### config.mk
export PLATFORM = sky130hd
export DESIGN_NAME = regfile_scoreboard
export DESIGN_NICKNAME = d
export VERILOG_FILES = /design/src/rtl/regfile_scoreboard.sv
export SDC_FILE = /design/constraint.sdc
export NUM_CORES = 2
export LEC_CHECK = 0
export BUFFER_PORTS_ARGS = -buffer_cell sky130_fd_sc_hd__buf_2
export CAP_MARGIN = 20
export CORE_MARGIN = 1.5
export CORE_UTILIZATION = 45
export CTS_CLUSTER_DIAMETER = 200
export CTS_CLUSTER_SIZE = 25
export DETAILED_ROUTE_END_ITERATION = 12
export PLACE_DENSITY = 0.69
export SLEW_MARGIN = 20
export SYNTH_ARGS = -nofsm -noshare
export SYNTH_HDL_FRONTEND = slang
export SYNTH_SLANG_ARGS = --single-unit
### constraint.sdc
create_clock -name i_Clk -period 38.9 [get_ports i_Clk]
set_input_delay 1.945 -clock i_Clk [delete_from_list [all_inputs] [get_ports i_Clk]]
set_output_delay 1.945 -clock i_Clk [all_outputs]
set_load 0.02 [all_outputs]
### src/rtl/regfile_scoreboard.sv
// Decode-stage register file with per-register scoreboard.
// NUM_READ combinational read ports, one synchronous writeback port, optional
// same-cycle write-to-read bypass and optional hardwired zero register.
module regfile_scoreboard #(
  parameter int unsigned DATA_WIDTH = 32,
  parameter int unsigned ADDR_WIDTH = 5,
  parameter int unsigned NUM_READ   = 2,
  parameter bit          ZERO_REG   = 1'b1,
  parameter bit          BYPASS     = 1'b1
) (
  input  logic                           i_Clk,
  input  logic                           i_Rst,
  input  logic [NUM_READ*ADDR_WIDTH-1:0] i_RdAddr,
  output logic [NUM_READ*DATA_WIDTH-1:0] o_RdData,
  output logic [NUM_READ-1:0]            o_RdBusy,
  input  logic                           i_WrEn,
  input  logic [ADDR_WIDTH-1:0]          i_WrAddr,
  input  logic [DATA_WIDTH-1:0]          i_WrData,
  input  logic                           i_IssueEn,
  input  logic [ADDR_WIDTH-1:0]          i_IssueAddr,
  output logic [2**ADDR_WIDTH-1:0]       o_BusyVec
);

  localparam int unsigned DEPTH = 2**ADDR_WIDTH;

  logic [DATA_WIDTH-1:0] regs [DEPTH];
  logic [DEPTH-1:0]      busy;
  logic [DEPTH-1:0]      busy_nxt;
  logic                  wr_ok;
  logic                  iss_ok;

  // Register 0 swallows writes and issues when hardwired to zero.
  assign wr_ok  = i_WrEn    && !(ZERO_REG && (i_WrAddr    == '0));
  assign iss_ok = i_IssueEn && !(ZERO_REG && (i_IssueAddr == '0));

  // Scoreboard update: writeback clears, issue sets; issue applied last so a
  // newer producer on the same address keeps the register pending.
  always_comb begin
    busy_nxt = busy;
    if (wr_ok)  busy_nxt[i_WrAddr]    = 1'b0;
    if (iss_ok) busy_nxt[i_IssueAddr] = 1'b1;
  end

  // Storage and scoreboard state, cleared asynchronously.
  always_ff @(posedge i_Clk or posedge i_Rst) begin
    if (i_Rst) begin
      for (int unsigned i = 0; i < DEPTH; i++) regs[i] <= '0;
      busy <= '0;
    end else begin
      if (wr_ok) regs[i_WrAddr] <= i_WrData;
      busy <= busy_nxt;
    end
  end

  assign o_BusyVec = busy;

  // Independent read ports: zero register, then bypass, then stored state.
  always_comb begin
    logic [ADDR_WIDTH-1:0] a;
    a        = '0;
    o_RdData = '0;
    o_RdBusy = '0;
    for (int k = 0; k < int'(NUM_READ); k++) begin
      a = i_RdAddr[k*ADDR_WIDTH +: ADDR_WIDTH];
      if (ZERO_REG && (a == '0)) begin
        o_RdData[k*DATA_WIDTH +: DATA_WIDTH] = '0;
        o_RdBusy[k]                          = 1'b0;
      end else if (BYPASS && i_WrEn && (i_WrAddr == a)) begin
        o_RdData[k*DATA_WIDTH +: DATA_WIDTH] = i_WrData;
        o_RdBusy[k]                          = 1'b0;
      end else begin
        o_RdData[k*DATA_WIDTH +: DATA_WIDTH] = regs[a];
        o_RdBusy[k]                          = busy[a];
      end
    end
  end

endmodule

==> impl_metrics.toml <==
[cts]
clk_latency_ns = 0.68
postCtsSetupBuffers = 0
clock_path_buffers = 3
cts_buffers = 48
cts-root-buf = "clkbuf_16"
cts_tree = "built"
path_clk_slew_ns = 0.10
cts_sinks = 1056
cts_resized = 0
holdBufCountCts = 0
h-tree-depth = 2

[timing]
finalCritPeriodShare_pct = 21.08
holdWs_ns = 0.4016
drv_slew = 0
worst_pin_slew_ns = 1.183
fmax_mhz = 121.9
clock_skew_ns = 0
final-setup-viol-count = 0
rsz0062_at_grt = "false"
finalHoldViolCount = 0
setup_tns_ns = 0
max_slew_margin_pct = 21.14
post-route-min-period_ns = 8.200

[yosys]
synth-edff-count = 0
yosysWarnings = 0
syn_nets = 4032
synthArstFlopShare_pct = 100.0
synth-seq-cells = 1056
synth.distinct_cells = 56
netlist_instances = 3976
synth-main-ff-cell = "dfrtp_1"
synth_area_um2 = 56610
synth_seq_area_share_pct = 46.68
avgSynthCellArea_um2 = 14.24

[floorplan]
die-area_um2 = 127900
core_area_um2 = 124300
dieWidth_um = 357.7
boundaryPins = 154
rows = 129
die_y_um = 357.7
start_util_pct = 45.55

[job]
cap_violations = 0

[worst_hold_path]
worstHoldStart = "regs[1007]"
hold_path_class = "reg2reg"
min_to = "regs[1007]"
whs_path_depth = 0

[critical_path]
r2r-start = "regs[740]"
critPathLaunchType = "primary input"
reg2reg_slack_ns = 38.08
required_ns = 36.95
crit_fanout = 67
critPathArrivalTime_ns = 6.26
reg2reg_depth = 1
critPathKind = "in2out"
reg2reg_to = "regs[740]"
endpoint_kind = "output pin"

[final_layout]
final_cell_mix = "1,056 x dfrtp_1, 1,011 x mux2_2, 437 x mux4_2"
nNetsFinal = 3885
final_util_pct = 48.09
fill_cells = 10747
final_common_cell = "dfrtp_1"
drive_gt1_share_pct = 47.09
areaGrowthSynthToFinish_pct = 5.565

[pwr]
peakVddDrop_v = 0.00003227
p_total_mw = 2.737
intPower_mw = 1.912
p_seq_share_pct = 53.4
switching_share_pct = 30.15
cellLeakagePower_nw = 25.88
pwr-share-comb_pct = 24.9
clockPowerShare_pct = 21.7
power.net_switching_mw = 0.8253
power-per-cell-area_nw_per_um2 = 45.80

[routing]
avgViaCountPerCell = 7.011
wl_per_cell_um = 34.65
drt_iter0_markers = 4447
num_vias = 38357
drc = 0
route.antenna.remaining_nets = 0
route.final.wire_length_um = 189500
drt_first_pass_iters = 6

[grt]
grt_max_degree = 172
overflow = 0
globalRouteTotalUtil_pct = 29.51
grt_pass1_wl_um = 274400
antenna_found_initial = 18
grt_pass1_vias = 38106

[outcome]
status = "complete, no violations"

[placed_design]
port_buffers = 153
dp_hpwl_um = 111300
place_congestion = 0.8806
-- power groups by stage --
stage                     Combinational [mW]  Clock, mW  Sequential (mW)
after floorplan                        0.519          0             1.44
after global placement                 0.664          0             1.46
after detailed placement               0.678          0             1.48
after CTS                              0.679      0.599             1.45
after global routing                   0.725      0.633             1.49
final                                  0.683      0.593             1.46
-- flip-flops by register name (all words and copies together), names as in the netlist --
signal	cells
o_BusyVec	32
regs	1024
-- Yosys cell counts, drive strengths merged, types with 8 or more instances --
| master | n | area share, % |
|---|---|---|
| dfrtp | 1056 | 47 |
| mux2 | 1011 | 20 |
| mux4 | 437 | 17 |
| clkbuf | 244 | 1.6 |
| buf | 203 | 1.9 |
| mux2i | 196 | 3.5 |
| o21ai | 116 | 1.0 |
| nor2 | 101 | 0.67 |
| nand2 | 100 | 0.66 |
| o22ai | 77 | 0.85 |
| a22o | 51 | 0.79 |
| nor3 | 51 | 0.45 |
| a221oi | 42 | 0.65 |
| a22oi | 37 | 0.49 |
| nand3 | 30 | 0.27 |
| nor4 | 29 | 0.32 |
| a211oi | 21 | 0.28 |
| o211ai | 18 | 0.24 |
| o311ai | 16 | 0.25 |
| a2111oi | 14 | 0.22 |
| nand2b | 11 | 0.12 |
| nor2b | 10 | 0.11 |
| a221o | 8 | 0.14 |
| inv | 8 | 0.053 |
| o2111ai | 8 | 0.12 |
-- how the worst max path moves through the flow --
stage           startpoint           end  cells past startpoint
2_1_floorplan        i_Rst  o_BusyVec[0]                      1
3_3_place_gp   i_RdAddr[5]  o_RdData[42]                      9
3_5_place_dp   i_RdAddr[5]  o_RdData[42]                      9
4_1_cts        i_RdAddr[5]  o_RdData[42]                      9
5_1_grt        i_RdAddr[5]  o_RdData[42]                      9
6_report       i_RdAddr[5]  o_RdData[42]                      9
-- layer usage --
metal	vias to the layer above	part of all wire [%]	track usage (%)
met1	20639	39	39.65
met4	14	5.7	14.01
li1	14968	-	-
met5	-	0.047	0
met3	562	9.6	6.560
met2	2174	46	45.69
-- stage by stage --
stage | cell area [µm²] | std cells | setup WS [ns]
6_report | 59760 | 5471 | 30.70
5_1_grt | 59760 | 5470 | 30.39
4_1_cts | 59740 | 5468 | 30.61
3_5_place_dp | 58480 | 5416 | 30.60
3_3_place_gp | 58460 | 5415 | 30.57
2_1_floorplan | 56610 | 3976 | 7.231
-- worst max-delay path: stages --
cell and delay (ns):
buf_8 0.48, buf_4 0.74, buf_4 0.62, buf_4 0.72
mux4_2 0.60, o21ai_0 0.15, o311ai_0 0.19, a22o_1 0.43
buf_2 0.25
-- area by class of cell --
| type | count | area, µm² | share of cell area (%) |
|---|---|---|---|
| clock inverters | 3 | 37.54 | 0.06281 |
| inverters | 10 | 47.55 | 0.07955 |
| diodes | 3 | 7.507 | 0.01256 |
| clock buffers | 49 | 1226 | 2.052 |
| repair buffers | 250 | 1579 | 2.642 |
| well taps | 1637 | 2048 | 3.427 |
| flip-flops and latches | 1056 | 26430 | 44.22 |
| multi-input cells | 2463 | 28390 | 47.51 |
-- kinds of logic after synthesis --
| kind of cell | Yosys count | synth area share [%] |
|---|---|---|
| mux | 1644 | 40.96 |
| flops | 1056 | 46.68 |
| buf+inv | 457 | 3.558 |
| compound gates | 443 | 5.576 |
| simple gates | 366 | 3.076 |
| xor+xnor | 10 | 0.1547 |
Note: power is estimated with default switching activity, not from simulation.
